**config.mk**
```make
export PLATFORM = sky130hd
export DESIGN_NAME = obi_ssram_arbiter_flat
export DESIGN_NICKNAME = d
export VERILOG_FILES = /design/src/rtl/obi_ssram_arbiter_if.sv /design/src/rtl/obi_ssram_arbiter.sv /design/src/flat_wrapper.sv
export SDC_FILE = /design/constraint.sdc
export NUM_CORES = 1
export LEC_CHECK = 0
export ABC_AREA = 1
export CORE_MARGIN = 3
export CORE_UTILIZATION = 35
export CTS_CLUSTER_SIZE = 8
export DETAILED_ROUTE_END_ITERATION = 7
export PLACE_DENSITY = 0.73
export SYNTH_ARGS = -nofsm -noshare
export SYNTH_HDL_FRONTEND = slang
export SYNTH_SLANG_ARGS = --single-unit
export TNS_END_PERCENT = 5
```
**constraint.sdc**
```tcl
create_clock -name CLK -period 5.74 [get_ports CLK]
set_input_delay 0.574 -clock CLK [delete_from_list [all_inputs] [get_ports CLK]]
set_output_delay 0.574 -clock CLK [all_outputs]
set_load 0.02 [all_outputs]
```
**src/rtl/obi_ssram_arbiter_if.sv**
```systemverilog
// OBI request/response channel between one master (fetch or LSU) and the SSRAM arbiter.
interface obi_ssram_arbiter_if;
    logic        req;
    logic        gnt;
    logic [31:0] addr;
    logic        we;
    logic [3:0]  be;
    logic [31:0] wdata;
    logic        rvalid;
    logic [31:0] rdata;

    modport master (output req, addr, we, be, wdata, input gnt, rvalid, rdata);
    modport slave  (input req, addr, we, be, wdata, output gnt, rvalid, rdata);
endinterface

```
**src/rtl/obi_ssram_arbiter.sv**
```systemverilog
// Two-master OBI arbiter in front of one single-port SSRAM.
// Partial-byte stores become a read followed by a merged write (RMW).
module obi_ssram_arbiter #(
    parameter int unsigned ADDR_W   = 10,
    parameter bit          ARB_MODE = 1'b0
) (
    input  logic                 CLK,
    input  logic                 RST,
    obi_ssram_arbiter_if.slave   m0,
    obi_ssram_arbiter_if.slave   m1,
    output logic                 csb,
    output logic                 web,
    output logic [ADDR_W-1:0]    addr,
    output logic [31:0]          din,
    input  logic [31:0]          dout
);

    typedef enum logic {IDLE, RMW_WR} state_e;

    state_e              state_q, state_d;
    logic                last_grant_q, last_grant_d;
    logic                resp_pending_q, resp_pending_d;
    logic                resp_owner_q, resp_owner_d;
    logic                rmw_owner_q, rmw_owner_d;
    logic [ADDR_W-1:0]   rmw_addr_q, rmw_addr_d;
    logic [3:0]          rmw_be_q, rmw_be_d;
    logic [31:0]         rmw_wdata_q, rmw_wdata_d;
    logic [ADDR_W-1:0]   addr_q;
    logic [31:0]         din_q;

    logic                gnt0, gnt1;
    logic                win;
    logic [ADDR_W-1:0]   g_addr;
    logic                g_we;
    logic [3:0]          g_be;
    logic [31:0]         g_wdata;

    // Word-offset and above-range address bits are deliberately dropped.
    logic unused_addr_bits;
    assign unused_addr_bits = ^{m0.addr[31:ADDR_W+2], m0.addr[1:0],
                                m1.addr[31:ADDR_W+2], m1.addr[1:0]};

    always_comb begin
        // NOTE: every signal gets a default first so no path leaves one unassigned (no latches).
        state_d        = state_q;
        last_grant_d   = last_grant_q;
        resp_pending_d = 1'b0;
        resp_owner_d   = resp_owner_q;
        rmw_owner_d    = rmw_owner_q;
        rmw_addr_d     = rmw_addr_q;
        rmw_be_d       = rmw_be_q;
        rmw_wdata_d    = rmw_wdata_q;
        gnt0           = 1'b0;
        gnt1           = 1'b0;
        win            = 1'b0;
        g_addr         = '0;
        g_we           = 1'b0;
        g_be           = '0;
        g_wdata        = '0;
        csb            = 1'b1;
        web            = 1'b1;
        addr           = addr_q;
        din            = din_q;

        unique case (state_q)
            IDLE: begin
                if (!RST && (m0.req || m1.req)) begin
                    if (m0.req && m1.req) win = ARB_MODE ? 1'b1 : ~last_grant_q;
                    else                  win = m1.req;

                    g_addr  = win ? m1.addr[ADDR_W+1:2] : m0.addr[ADDR_W+1:2];
                    g_we    = win ? m1.we    : m0.we;
                    g_be    = win ? m1.be    : m0.be;
                    g_wdata = win ? m1.wdata : m0.wdata;

                    gnt0         = ~win;
                    gnt1         = win;
                    last_grant_d = win;
                    csb          = 1'b0;
                    addr         = g_addr;

                    if (g_we && g_be == 4'hF) begin
                        web            = 1'b0;
                        din            = g_wdata;
                        resp_pending_d = 1'b1;
                        resp_owner_d   = win;
                    end else if (g_we) begin
                        // Partial store: read the old word now, write the merge next cycle.
                        rmw_owner_d = win;
                        rmw_addr_d  = g_addr;
                        rmw_be_d    = g_be;
                        rmw_wdata_d = g_wdata;
                        state_d     = RMW_WR;
                    end else begin
                        resp_pending_d = 1'b1;
                        resp_owner_d   = win;
                    end
                end
            end
            RMW_WR: begin
                csb  = RST;
                web  = 1'b0;
                addr = rmw_addr_q;
                for (int i = 0; i < 4; i++) begin
                    din[8*i +: 8] = rmw_be_q[i] ? rmw_wdata_q[8*i +: 8] : dout[8*i +: 8];
                end
                resp_pending_d = 1'b1;
                resp_owner_d   = rmw_owner_q;
                state_d        = IDLE;
            end
        endcase
    end

    // NOTE: sequential state uses non-blocking assignments only, so every flop samples pre-edge values.
    always_ff @(posedge CLK or posedge RST) begin
        if (RST) begin
            state_q        <= IDLE;
            last_grant_q   <= 1'b1;
            resp_pending_q <= 1'b0;
            resp_owner_q   <= 1'b0;
            rmw_owner_q    <= 1'b0;
            rmw_addr_q     <= '0;
            rmw_be_q       <= '0;
            rmw_wdata_q    <= '0;
            addr_q         <= '0;
            din_q          <= '0;
        end else begin
            state_q        <= state_d;
            last_grant_q   <= last_grant_d;
            resp_pending_q <= resp_pending_d;
            resp_owner_q   <= resp_owner_d;
            rmw_owner_q    <= rmw_owner_d;
            rmw_addr_q     <= rmw_addr_d;
            rmw_be_q       <= rmw_be_d;
            rmw_wdata_q    <= rmw_wdata_d;
            addr_q         <= addr;
            din_q          <= din;
        end
    end

    assign m0.gnt    = gnt0;
    assign m1.gnt    = gnt1;
    assign m0.rvalid = resp_pending_q & ~resp_owner_q;
    assign m1.rvalid = resp_pending_q &  resp_owner_q;
    assign m0.rdata  = dout;
    assign m1.rdata  = dout;

endmodule

```
**src/flat_wrapper.sv**
```systemverilog
// flat-port wrapper written by rule: the top's interface ports become plain ports
module obi_ssram_arbiter_flat 
#(
    parameter int unsigned ADDR_W   = 10,
    parameter bit          ARB_MODE = 1'b0
)
  (CLK, RST, csb, web, addr, din, dout, m0_req, m0_addr, m0_we, m0_be, m0_wdata, m0_gnt, m0_rvalid, m0_rdata, m1_req, m1_addr, m1_we, m1_be, m1_wdata, m1_gnt, m1_rvalid, m1_rdata);
  obi_ssram_arbiter_if m0_i ();
  obi_ssram_arbiter_if m1_i ();
  input  logic CLK;
  input  logic RST;
  output logic csb;
  output logic web;
  output logic [ADDR_W-1:0] addr;
  output logic [31:0] din;
  input  logic [31:0] dout;
  input wire logic [$bits(m0_i.req)-1:0] m0_req;
  input wire logic [$bits(m0_i.addr)-1:0] m0_addr;
  input wire logic [$bits(m0_i.we)-1:0] m0_we;
  input wire logic [$bits(m0_i.be)-1:0] m0_be;
  input wire logic [$bits(m0_i.wdata)-1:0] m0_wdata;
  output wire logic [$bits(m0_i.gnt)-1:0] m0_gnt;
  output wire logic [$bits(m0_i.rvalid)-1:0] m0_rvalid;
  output wire logic [$bits(m0_i.rdata)-1:0] m0_rdata;
  input wire logic [$bits(m1_i.req)-1:0] m1_req;
  input wire logic [$bits(m1_i.addr)-1:0] m1_addr;
  input wire logic [$bits(m1_i.we)-1:0] m1_we;
  input wire logic [$bits(m1_i.be)-1:0] m1_be;
  input wire logic [$bits(m1_i.wdata)-1:0] m1_wdata;
  output wire logic [$bits(m1_i.gnt)-1:0] m1_gnt;
  output wire logic [$bits(m1_i.rvalid)-1:0] m1_rvalid;
  output wire logic [$bits(m1_i.rdata)-1:0] m1_rdata;
  assign m0_i.req = m0_req;
  assign m0_i.addr = m0_addr;
  assign m0_i.we = m0_we;
  assign m0_i.be = m0_be;
  assign m0_i.wdata = m0_wdata;
  assign m0_gnt = m0_i.gnt;
  assign m0_rvalid = m0_i.rvalid;
  assign m0_rdata = m0_i.rdata;
  assign m1_i.req = m1_req;
  assign m1_i.addr = m1_addr;
  assign m1_i.we = m1_we;
  assign m1_i.be = m1_be;
  assign m1_i.wdata = m1_wdata;
  assign m1_gnt = m1_i.gnt;
  assign m1_rvalid = m1_i.rvalid;
  assign m1_rdata = m1_i.rdata;
  obi_ssram_arbiter #(.ADDR_W(ADDR_W), .ARB_MODE(ARB_MODE)) u_core (.CLK(CLK), .RST(RST), .m0(m0_i), .m1(m1_i), .csb(csb), .web(web), .addr(addr), .din(din), .dout(dout));
endmodule
```
==> flow_summary.toml <==
[final_layout]
seq_area_um2 = 2330
drive_gt1_share_pct = 3.70
nNetsFinal = 1195
post-route-cell-area_um2 = 8250
fillerInstances = 1599
diodes = 0
multi_input_area_um2 = 2300
area_growth_pct = 40.0
stdcell_count = 1242

[placed_design]
hpwl_um = 11200
post_dp_cell_area_um2 = 7910
io_buffers = 241
place_ws_ns = 0.799
place_congestion = 0.779
dp.cells = 1226

[timing]
finalClockSkew_ns = 0.00772
fin_tns_setup_ns = 0
hold_slack_ns = 0.478
fmax_mhz = 205
slew_violations = 0
finalHoldViolations = 0
tightest_slew_ns = 0.979
finalSetupViolCount = 0
layout_setup_ws_ns = 0.860
slew_headroom_pct = 34.5
fin_crit_sh_pct = 85.0
finalCriticalPeriod_ns = 4.88
rsz0062_at_grt = "no"

[grt]
grt_pass1_wl_um = 26200
antenna_found_initial = 0
grtUsageTotal_pct = 17.7
grt_pass1_vias = 5286
grt_max_degree = 70
grt-ovfl-total = 0

[setup_path]
worstPathArrival_ns = 4.31
cp_num_buf_inv = 2
crit_chain = "clkdlybuf4s50_1 -> nand2_2 -> nand2_2 -> nand2_1 -> o21ai_2 -> nor2_4 -> nand2_2 -> nand2_1 -> nand3_1 -> nand2_1 -> clkdlybuf4s50_1"
critPathKind = "input pin to output pin"
critPathMaxFanout = 33
cp_slowest_cell = "nor2_4"
critPathTopFamily = "simple AND/OR/NAND/NOR gates"
end_kind = "output pin"
cp-start-kind = "input pin"
crit_path_max_incr_delay_ns = 0.76
crit_required_ns = 5.17
rrSetupSlack_ns = 2.21

[yosys]
syn-num-nets = 1047
ys_ff_latch = 93
postSynthAreaPerCell_um2 = 6.75
syn_area_um2 = 5890
syn_inst = 873
yosysWarnings = 0
ys_seq_area_share_pct = 39.5
synth_cell_types = 21

[detailed_routing]
drt_iter0_markers = 197
wl_um = 16400
ant_nets = 0
dr.pass1.iters = 5
drc = 0
via_per_inst = 4.55
wl_per_cell_um = 13.2
vias = 5646

[floorplanning]
coreArea_um2 = 16200
die-area_um2 = 18400
pin_count = 286
die_y_um = 136
initial_core_util_pct = 36.4
rows = 46
die_w_um = 136

[clock_tree]
insertion_delay_ns = 0.34
clk_root_buffer_cell = "clkbuf_16"
post-cts-setup-buffers = 0
cts_made_buffers = 9
clk_transition_reported_paths_ns = 0.07
postCtsResizedCells = 0
cts.path.max_buffers = 2
htree_num_levels = 3
holdBufCountCts = 0
cts_tree = "yes"
clock_sinks = 93

[hold_path]
hp-class = "flop to flop"

[flow_run]
maxCapViolCount = 0

[outcome]
status = "complete, no violations"

[power_and_ir_drop]
peakVddDrop_v = 0.000193
p_per_area_nw_per_um2 = 327
leakage_nw = 4.25
power by group:
part / switching [W] / internal (W) / total [W]
registers: 0.000121 / 0.000853 / 0.000974
clock network: 0.000260 / 0.000426 / 0.000686
logic: 0.000566 / 0.000469 / 0.00104
routing by layer:
layer	vias up	routed length [um]	track usage, %
met5	-	0	0
met4	0	189	5.49
met3	13	1230	4.75
met2	180	8040	30.1
met1	2570	6900	21.8
li1	2883	-	-
through the flow:
step | util, % | power, W
final | 51.0 | 0.00270
after global routing | 51.0 | 0.00289
after CTS | 51.0 | 0.00273
after detailed placement | 48.9 | 0.00203
after global placement | 48.9 | 0.00201
after floorplan | - | 0.00160
tightest hold or removal path, stage by stage (launching register included):
cell and delay [ns]:
dfrtp_1 0.34, nand2_1 0.06, nand2_1 0.05
cell usage in the layout (no fill, tap or decap), drive strengths merged, types with 3 or more instances in the layout:
cell type	netlist	final
bufinv	0	3
dfrtp	92	92
inv	143	143
clkinv	1	3
nand3	81	81
nand2	363	363
buf	94	7
o21ai	36	36
nand3b	3	3
nor2	9	9
clkbuf	17	10
o211ai	32	32
clkdlybuf4s50	0	241
sequential cells by signal (all words and copies together) (netlist names), 4 cells and up:
signal and cells:
u_core.rmw_wdata_q 32, u_core.rmw_addr_q 10, u_core.din_q 32, u_core.rmw_be_q 4, u_core.addr_q 10
cells in the mapped netlist:
master    number  area [um^2]
o21ai_2        2         17.5
clkbuf_1      17         63.8
nand2_2        4         25.0
nor2_1         6         22.5
inv_1        141          529
nor3_2         1         10.0
buf_6          4         45.0
buf_2         17         85.1
nor2_4         2         22.5
nor2_2         1         6.26
buf_1          3         11.3
clkinv_1       1         3.75
nand3b_1       3         22.5
buf_4         70          526
nand3_1       81          405
dfrtp_1       92         2300
dfstp_2        1         26.3
nand2_1      359         1350
inv_2          2         7.51
o211ai_1      32          240
o21ai_0       34          170
final timing paths:
kind                                        from               endpoint  depth (start not counted)
min reg2reg                u_core.rmw_wdata_q[6]  u_core.rmw_wdata_q[6]                          2
min in group asynchronous                    RST       u_core.addr_q[5]                          3
max in group asynchronous                    RST        u_core.din_q[8]                          4
min                        u_core.rmw_wdata_q[6]  u_core.rmw_wdata_q[6]                          2
max reg2reg                  u_core.last_grant_q   u_core.rmw_addr_q[5]                         12
max                                       m0_req                din[30]                         11
cell families after synthesis:
kind of cell | synth area share (%)
AND/OR/NAND/NOR | 31.6
AO/OA/AOI/OAI | 7.27
buffers and inverters | 21.6
flip-flops | 39.5
area by class of cell:
type                            instances  share of cell area (%)
Clock buffer                           10                    2.78
Clock inverter                          6                    1.35
Inverter                              144                    6.58
Multi-Input combinational cell        525                    27.9
Sequential cell                        93                    28.3
Tap cell                              216                    3.28
Timing Repair Buffer                  248                    29.9
(Power assumes the default switching activity.)
